**src/rtl/nrdiv_pkg.sv**
```systemverilog
// Shared state encodings for the sequential non-restoring divider.
package nrdiv_pkg;

    localparam int STATE_W = 3;

    typedef logic [STATE_W-1:0] nrdiv_state_t;

    localparam nrdiv_state_t S_IDLE = 3'd0;
    localparam nrdiv_state_t S_ITER = 3'd1;
    localparam nrdiv_state_t S_FIX  = 3'd2;
    localparam nrdiv_state_t S_DONE = 3'd3;

endpackage

```
**src/rtl/nrdiv_step.sv**
```systemverilog
// One non-restoring iteration: shift {A,Q} left, then add or subtract M according to
// the old sign of A; the new quotient bit is the inverse of the new sign. Combinational.
module nrdiv_step #(
    parameter int WIDTH = 32
) (
    input  logic [WIDTH:0]   a,
    input  logic [WIDTH-1:0] q,
    input  logic [WIDTH-1:0] m,
    output logic [WIDTH:0]   a_next,
    output logic [WIDTH-1:0] q_next
);

    logic [WIDTH:0] a_shift;

    assign a_shift = {a[WIDTH-1:0], q[WIDTH-1]};
    assign a_next  = a[WIDTH] ? (a_shift + {1'b0, m}) : (a_shift - {1'b0, m});
    assign q_next  = {q[WIDTH-2:0], ~a_next[WIDTH]};

endmodule

```
**src/rtl/seq_nonrestoring_divider.sv**
```systemverilog
// Sequential non-restoring divider, one quotient bit per clock, done at cycle WIDTH+2 after accept.
// Define NRDIV_SIGNED_EN to honour signed_op (two's complement, truncating toward zero).
module seq_nonrestoring_divider
    import nrdiv_pkg::*;
#(
    parameter int WIDTH = 32,
    parameter int CW    = $clog2(WIDTH) + 1
) (
    input  logic               clk,
    input  logic               reset,
    input  logic               start,
    input  logic               signed_op,
    input  logic [WIDTH-1:0]   dividend,
    input  logic [WIDTH-1:0]   divisor,
    output logic [WIDTH-1:0]   quotient,
    output logic [WIDTH-1:0]   remainder,
    output logic               busy,
    output logic               done,
    output logic               div_by_zero,
    output logic [STATE_W-1:0] state_out,
    output logic [CW-1:0]      count_out
);

    nrdiv_state_t     state;
    logic [WIDTH:0]   acc;
    logic [WIDTH-1:0] qr;
    logic [WIDTH-1:0] mr;
    logic [CW-1:0]    count;

    logic [WIDTH:0]   acc_step;
    logic [WIDTH-1:0] q_step;
    logic [WIDTH-1:0] rem_fix;
    logic [WIDTH-1:0] dvd_mag;
    logic [WIDTH-1:0] dvs_mag;
    logic [WIDTH-1:0] q_res;
    logic [WIDTH-1:0] r_res;

    nrdiv_step #(.WIDTH(WIDTH)) u_step (
        .a      (acc),
        .q      (qr),
        .m      (mr),
        .a_next (acc_step),
        .q_next (q_step)
    );

    // Final remainder is below M, so the restore can be done at WIDTH bits.
    assign rem_fix = acc[WIDTH] ? (acc[WIDTH-1:0] + mr) : acc[WIDTH-1:0];

`ifdef NRDIV_SIGNED_EN
    logic neg_q;
    logic neg_r;

    assign dvd_mag = (signed_op && dividend[WIDTH-1]) ? -dividend : dividend;
    assign dvs_mag = (signed_op && divisor[WIDTH-1])  ? -divisor  : divisor;
    assign q_res   = neg_q ? -qr : qr;
    assign r_res   = neg_r ? -rem_fix : rem_fix;

    always_ff @(posedge clk or posedge reset) begin
        if (reset) begin
            neg_q <= 1'b0;
            neg_r <= 1'b0;
        end else if (state == S_IDLE && start) begin
            neg_q <= signed_op && (dividend[WIDTH-1] ^ divisor[WIDTH-1]);
            neg_r <= signed_op && dividend[WIDTH-1];
        end
    end
`else
    logic unused_signed_op;

    assign unused_signed_op = signed_op;
    assign dvd_mag          = dividend;
    assign dvs_mag          = divisor;
    assign q_res            = qr;
    assign r_res            = rem_fix;
`endif

    always_ff @(posedge clk or posedge reset) begin
        if (reset) begin
            state       <= S_IDLE;
            acc         <= '0;
            qr          <= '0;
            mr          <= '0;
            count       <= '0;
            quotient    <= '0;
            remainder   <= '0;
            div_by_zero <= 1'b0;
        end else begin
            case (state)
                S_IDLE: begin
                    if (start) begin
                        acc         <= '0;
                        qr          <= dvd_mag;
                        mr          <= dvs_mag;
                        div_by_zero <= (divisor == '0);
                        if (divisor == '0) begin
                            quotient  <= '1;
                            remainder <= dividend;
                            count     <= '0;
                            state     <= S_DONE;
                        end else begin
                            count <= CW'(WIDTH);
                            state <= S_ITER;
                        end
                    end
                end
                S_ITER: begin
                    acc   <= acc_step;
                    qr    <= q_step;
                    count <= count - CW'(1);
                    if (count == CW'(1)) begin
                        state <= S_FIX;
                    end
                end
                S_FIX: begin
                    quotient  <= q_res;
                    remainder <= r_res;
                    state     <= S_DONE;
                end
                S_DONE: begin
                    state <= S_IDLE;
                end
                default: begin
                    state <= S_IDLE;
                end
            endcase
        end
    end

    assign busy      = (state != S_IDLE);
    assign done      = (state == S_DONE);
    assign state_out = state;
    assign count_out = count;

endmodule

```
**config.mk**
```make
export PLATFORM = sky130hd
export DESIGN_NAME = seq_nonrestoring_divider
export DESIGN_NICKNAME = d
export VERILOG_FILES = /design/src/rtl/nrdiv_pkg.sv /design/src/rtl/nrdiv_step.sv /design/src/rtl/seq_nonrestoring_divider.sv
export SDC_FILE = /design/constraint.sdc
export NUM_CORES = 1
export LEC_CHECK = 0
export BUFFER_PORTS_ARGS = -buffer_cell sky130_fd_sc_hd__clkbuf_2
export CORE_UTILIZATION = 35
export CTS_CLUSTER_DIAMETER = 60
export DETAILED_ROUTE_END_ITERATION = 12
export PLACE_DENSITY = 0.64
export SLEW_MARGIN = 0
export SYNTH_ARGS = -nofsm -noshare
export SYNTH_HDL_FRONTEND = slang
export SYNTH_SLANG_ARGS = --single-unit
```
**constraint.sdc**
```tcl
create_clock -name clk -period 4.8 [get_ports clk]
set_input_delay 0.48 -clock clk [delete_from_list [all_inputs] [get_ports clk]]
set_output_delay 0.48 -clock clk [all_outputs]
set_load 0.02 [all_outputs]
```
==> results.rst <==
.. list-table::
   :header-rows: 1

   * - Metric
     - Value
   * - Result of the run
     - finished clean
   * - CTS hold repair buffers
     - 0
   * - Net count of the mapped netlist
     - 1,449
   * - Number of nets still failing antenna checks after routing
     - 0
   * - Share of synthesized cell area in full adder, half adder and majority cells
     - 8.13%
   * - Share of cell area taken by muxes after synthesis
     - 7.38%
   * - Count of input and output buffers
     - 141
   * - Reg clk slew, reported paths
     - 0.07 ns
   * - Unrepaired setup endpoints after global routing
     - false
   * - Final Max Slew Viols
     - 0
   * - Maximum level of the CTS H-tree
     - 4
   * - Master of the slowest instance on the critical path
     - sky130_fd_sc_hd__or4_4
   * - Area of the core
     - 0.0318 mm^2
   * - Synth Area in Compound Gates
     - 21.1%
   * - Data required, critical path
     - 5.11 ns
   * - Final Hold Vio Count
     - 0
   * - Top FF cell, synth
     - sky130_fd_sc_hd__dfrtp_1
   * - Post-synthesis instance area
     - 0.0114 mm^2
   * - Fmax achieved
     - 227 MHz
   * - Root Buffer
     - sky130_fd_sc_hd__clkbuf_16
   * - Post-synthesis instance total
     - 1,308
   * - Simple-gate share of the synthesized area
     - 15.3%
   * - Post-detailed-route via-to-cell ratio
     - 5.19
   * - Detailed router's first-iteration violation count
     - 549
   * - Area added between synthesis and finish
     - 15.6%
   * - Destination of the worst register-to-register timing path
     - acc[31]
   * - Main combinational cell family by area after synthesis
     - compound AO/OA/AOI/OAI gates
   * - Num ports
     - 144
   * - DIE HEIGHT
     - 183 um
   * - Setup tns final
     - 0 ns
   * - Average detailed-routed wire length per instance
     - 16.1 um
   * - Launching element of the worst setup path
     - mr[6]
   * - Count of warnings emitted by yosys
     - 0
   * - Total grt overflow
     - 0
   * - Maximum number of pins on one net before global-route repair
     - 71
   * - Rows
     - 65
   * - Die W
     - 183 um
   * - Part of the Yosys area used for sequential elements
     - 37.3%
   * - Initial cell density of the core
     - 35.9%
   * - Setup Slack @ Placement
     - 0.413 ns
   * - Transition time of the tightest slew-check pin
     - 1.19 ns
   * - Share of cells above drive strength 1
     - 17.5%
   * - Post-layout utilization of the core
     - 41.5%
   * - Kind of start point of the critical path
     - flop
   * - Wire length of the first global-routing pass
     - 49.5 mm
   * - Clock period minus worst slack
     - 4.40 ns
   * - Post-detailed-routing wire length
     - 30.2 mm
   * - Via count
     - 9,721
   * - Synth Area in XOR/XNOR
     - 6.43%
   * - Async SR Flop Fraction
     - 100%
   * - Number of search-and-repair iterations in the first detailed-routing pass
     - 5
   * - Worst-path cell chain
     - or4_4 -> or3_4 -> nor4_2 -> and3_1 -> a21oi_1 -> xor2_1 -> ha_1 -> nand2_1 -> o21a_1 -> o21ai_0 -> a21o_1 -> a21oi_1 -> o21ai_0 -> a211oi_1 -> mux2i_1 -> nand3_1
   * - Number of max-cap violations
     - 0
   * - Flip-flop and latch count after synthesis
     - 170
   * - Final GP Congestion
     - 0.917
   * - Setup slack of the critical path after layout
     - 0.402 ns
   * - Setup Fix Bufs, Post-CTS
     - 0
   * - Filler cell count in the final layout
     - 3,201
   * - TritonCTS Sinks
     - 170
   * - Area enclosed by the die boundary
     - 0.0333 mm^2
   * - Max Fanout on Critical Path
     - 6
   * - Crit path max-delay family
     - simple AND/OR/NAND/NOR gates
   * - Worst Setup End Kind
     - flop
   * - Net total in the final layout
     - 1,565
   * - Worst hold-check slack
     - 0.253 ns
   * - DRC violations left
     - 0
   * - Startpoint of the most critical register-to-register path
     - mr[6]
   * - DPL Wire Length
     - 23.7 mm
   * - Number of distinct standard cells referenced by the synthesized netlist
     - 73
   * - Insertion delay to the later sink of the worst-skew pair
     - 0.44 ns
   * - Post-synth EDFFs
     - 0
   * - Type of the tightest min-delay check
     - in2async
   * - Critical Path Max Stage Delay
     - 0.57 ns
   * - Class of the most critical setup path
     - reg2reg
   * - Part of the cycle the worst path needs
     - 91.6%
   * - Total CTS buffers
     - 17
   * - Worst-case headroom to the max-slew limit
     - 20.2%
   * - Reg-to-reg slack, setup
     - 0.40 ns
   * - Post-Syn Area per Cell
     - 8.73 um^2
   * - TritonCTS clock tree
     - yes
   * - Cell count of the worst reg-to-reg path
     - 16
   * - Data arrival time of the critical path
     - 4.71 ns
   * - Setup Skew
     - 0.0115 ns
   * - Overall fraction of global-route tracks in use
     - 18.7%
   * - Cts repair resizes
     - 0
   * - Via count of the first global-routing pass
     - 9,317
   * - Critical path buffers and inverters
     - 0
   * - Number of buffers between clock root and the deepest sink
     - 2
   * - Antenna violations before repair
     - 1
   * - Setup-violating endpoint count in the final report
     - 0
## per-stage QoR
step / area, um^2 / std cells
after floorplan: 11400 / 1308
after global placement: 12600 / 1840
after detailed placement: 12600 / 1840
after CTS: 13200 / 1872
after global routing: 13200 / 1872
final: 13200 / 1873
## flip-flops by register name (all words and copies together) (netlist names)
register and flops:
acc 33, count_out 6, div_by_zero 1, mr 32, q_res 32, quotient 32
remainder 32, state_out 2
## cell type report
class | instances | area [um^2] | share of cell area [%]
well taps | 435 | 544 | 4.12
flip-flops and latches | 170 | 4260 | 32.2
repair buffers | 158 | 858 | 6.50
multi-input cells | 1006 | 6710 | 50.8
clock inverters | 14 | 136 | 1.03
diodes | 1 | 2.50 | 0.0190
inverters | 71 | 270 | 2.05
clock buffers | 18 | 429 | 3.25
## worst max-delay path by stage
stage               slack (ns)  depth (start not counted)       to
floorplan                 0.83                         15  acc[28]
global placement          0.45                         15  acc[31]
detailed placement        0.41                         16  acc[31]
CTS                       0.38                         16  acc[31]
global route              0.04                         16  acc[31]
finish                    0.40                         16  acc[31]
## cell usage in the layout (no fill, tap or decap), drive strengths merged, types with 44 or more instances in the layout
cell / n
nand2: 125
dfrtp: 170
mux2i: 47
nor2: 118
ha: 71
xor2: 44
a21oi: 107
o21ai: 131
inv: 77
clkbuf: 159
a31oi: 51
## layer usage
metal / up-vias / global-route usage, % / part of all wire [%]
li1: 4925 / - / -
met5: - / 0 / 0
met1: 4544 / 26.4 / 50
met2: 225 / 28.8 / 44
met4: 0 / 5.55 / 1.5
met3: 27 / 3.41 / 4.9
## cells in the mapped netlist, types with 11 or more instances
cell                       number  area (um^2)
sky130_fd_sc_hd__a211oi_1      14          105
sky130_fd_sc_hd__a21o_1        28          210
sky130_fd_sc_hd__a21oi_1      106          531
sky130_fd_sc_hd__a31oi_1       51          319
sky130_fd_sc_hd__and3_1        11         68.8
sky130_fd_sc_hd__clkbuf_1      57          214
sky130_fd_sc_hd__dfrtp_1      170         4250
sky130_fd_sc_hd__ha_1          71          888
sky130_fd_sc_hd__inv_1         71          267
sky130_fd_sc_hd__mux2_2        33          372
sky130_fd_sc_hd__mux2i_1       47          470
sky130_fd_sc_hd__nand2_1      125          469
sky130_fd_sc_hd__nand2b_1      11         68.8
sky130_fd_sc_hd__nand3_1       21          105
sky130_fd_sc_hd__nor2_1       114          428
sky130_fd_sc_hd__nor3_1        21          105
sky130_fd_sc_hd__nor4_1        17          106
sky130_fd_sc_hd__o21a_1        11         82.6
sky130_fd_sc_hd__o21ai_0      127          636
sky130_fd_sc_hd__or3_1         13         81.3
sky130_fd_sc_hd__xnor2_1       38          333
sky130_fd_sc_hd__xor2_1        44          385
## cells by family (layout without fill, tap and decap cells)
kind of cell / count (synthesis) / after routing
AOI/OAI and AO/OA: 397 / 397
xor gates and xnor gates: 83 / 83
adders and majority gates: 73 / 73
buffers and inverters: 132 / 261
DFF: 170 / 170
muxes: 80 / 80
other: 1 / 2
and+or+nand+nor: 372 / 372
Power is left out: the tool's default activity adds up to more than one toggle a clock period on the data nets, which glitch-free logic cannot reach.
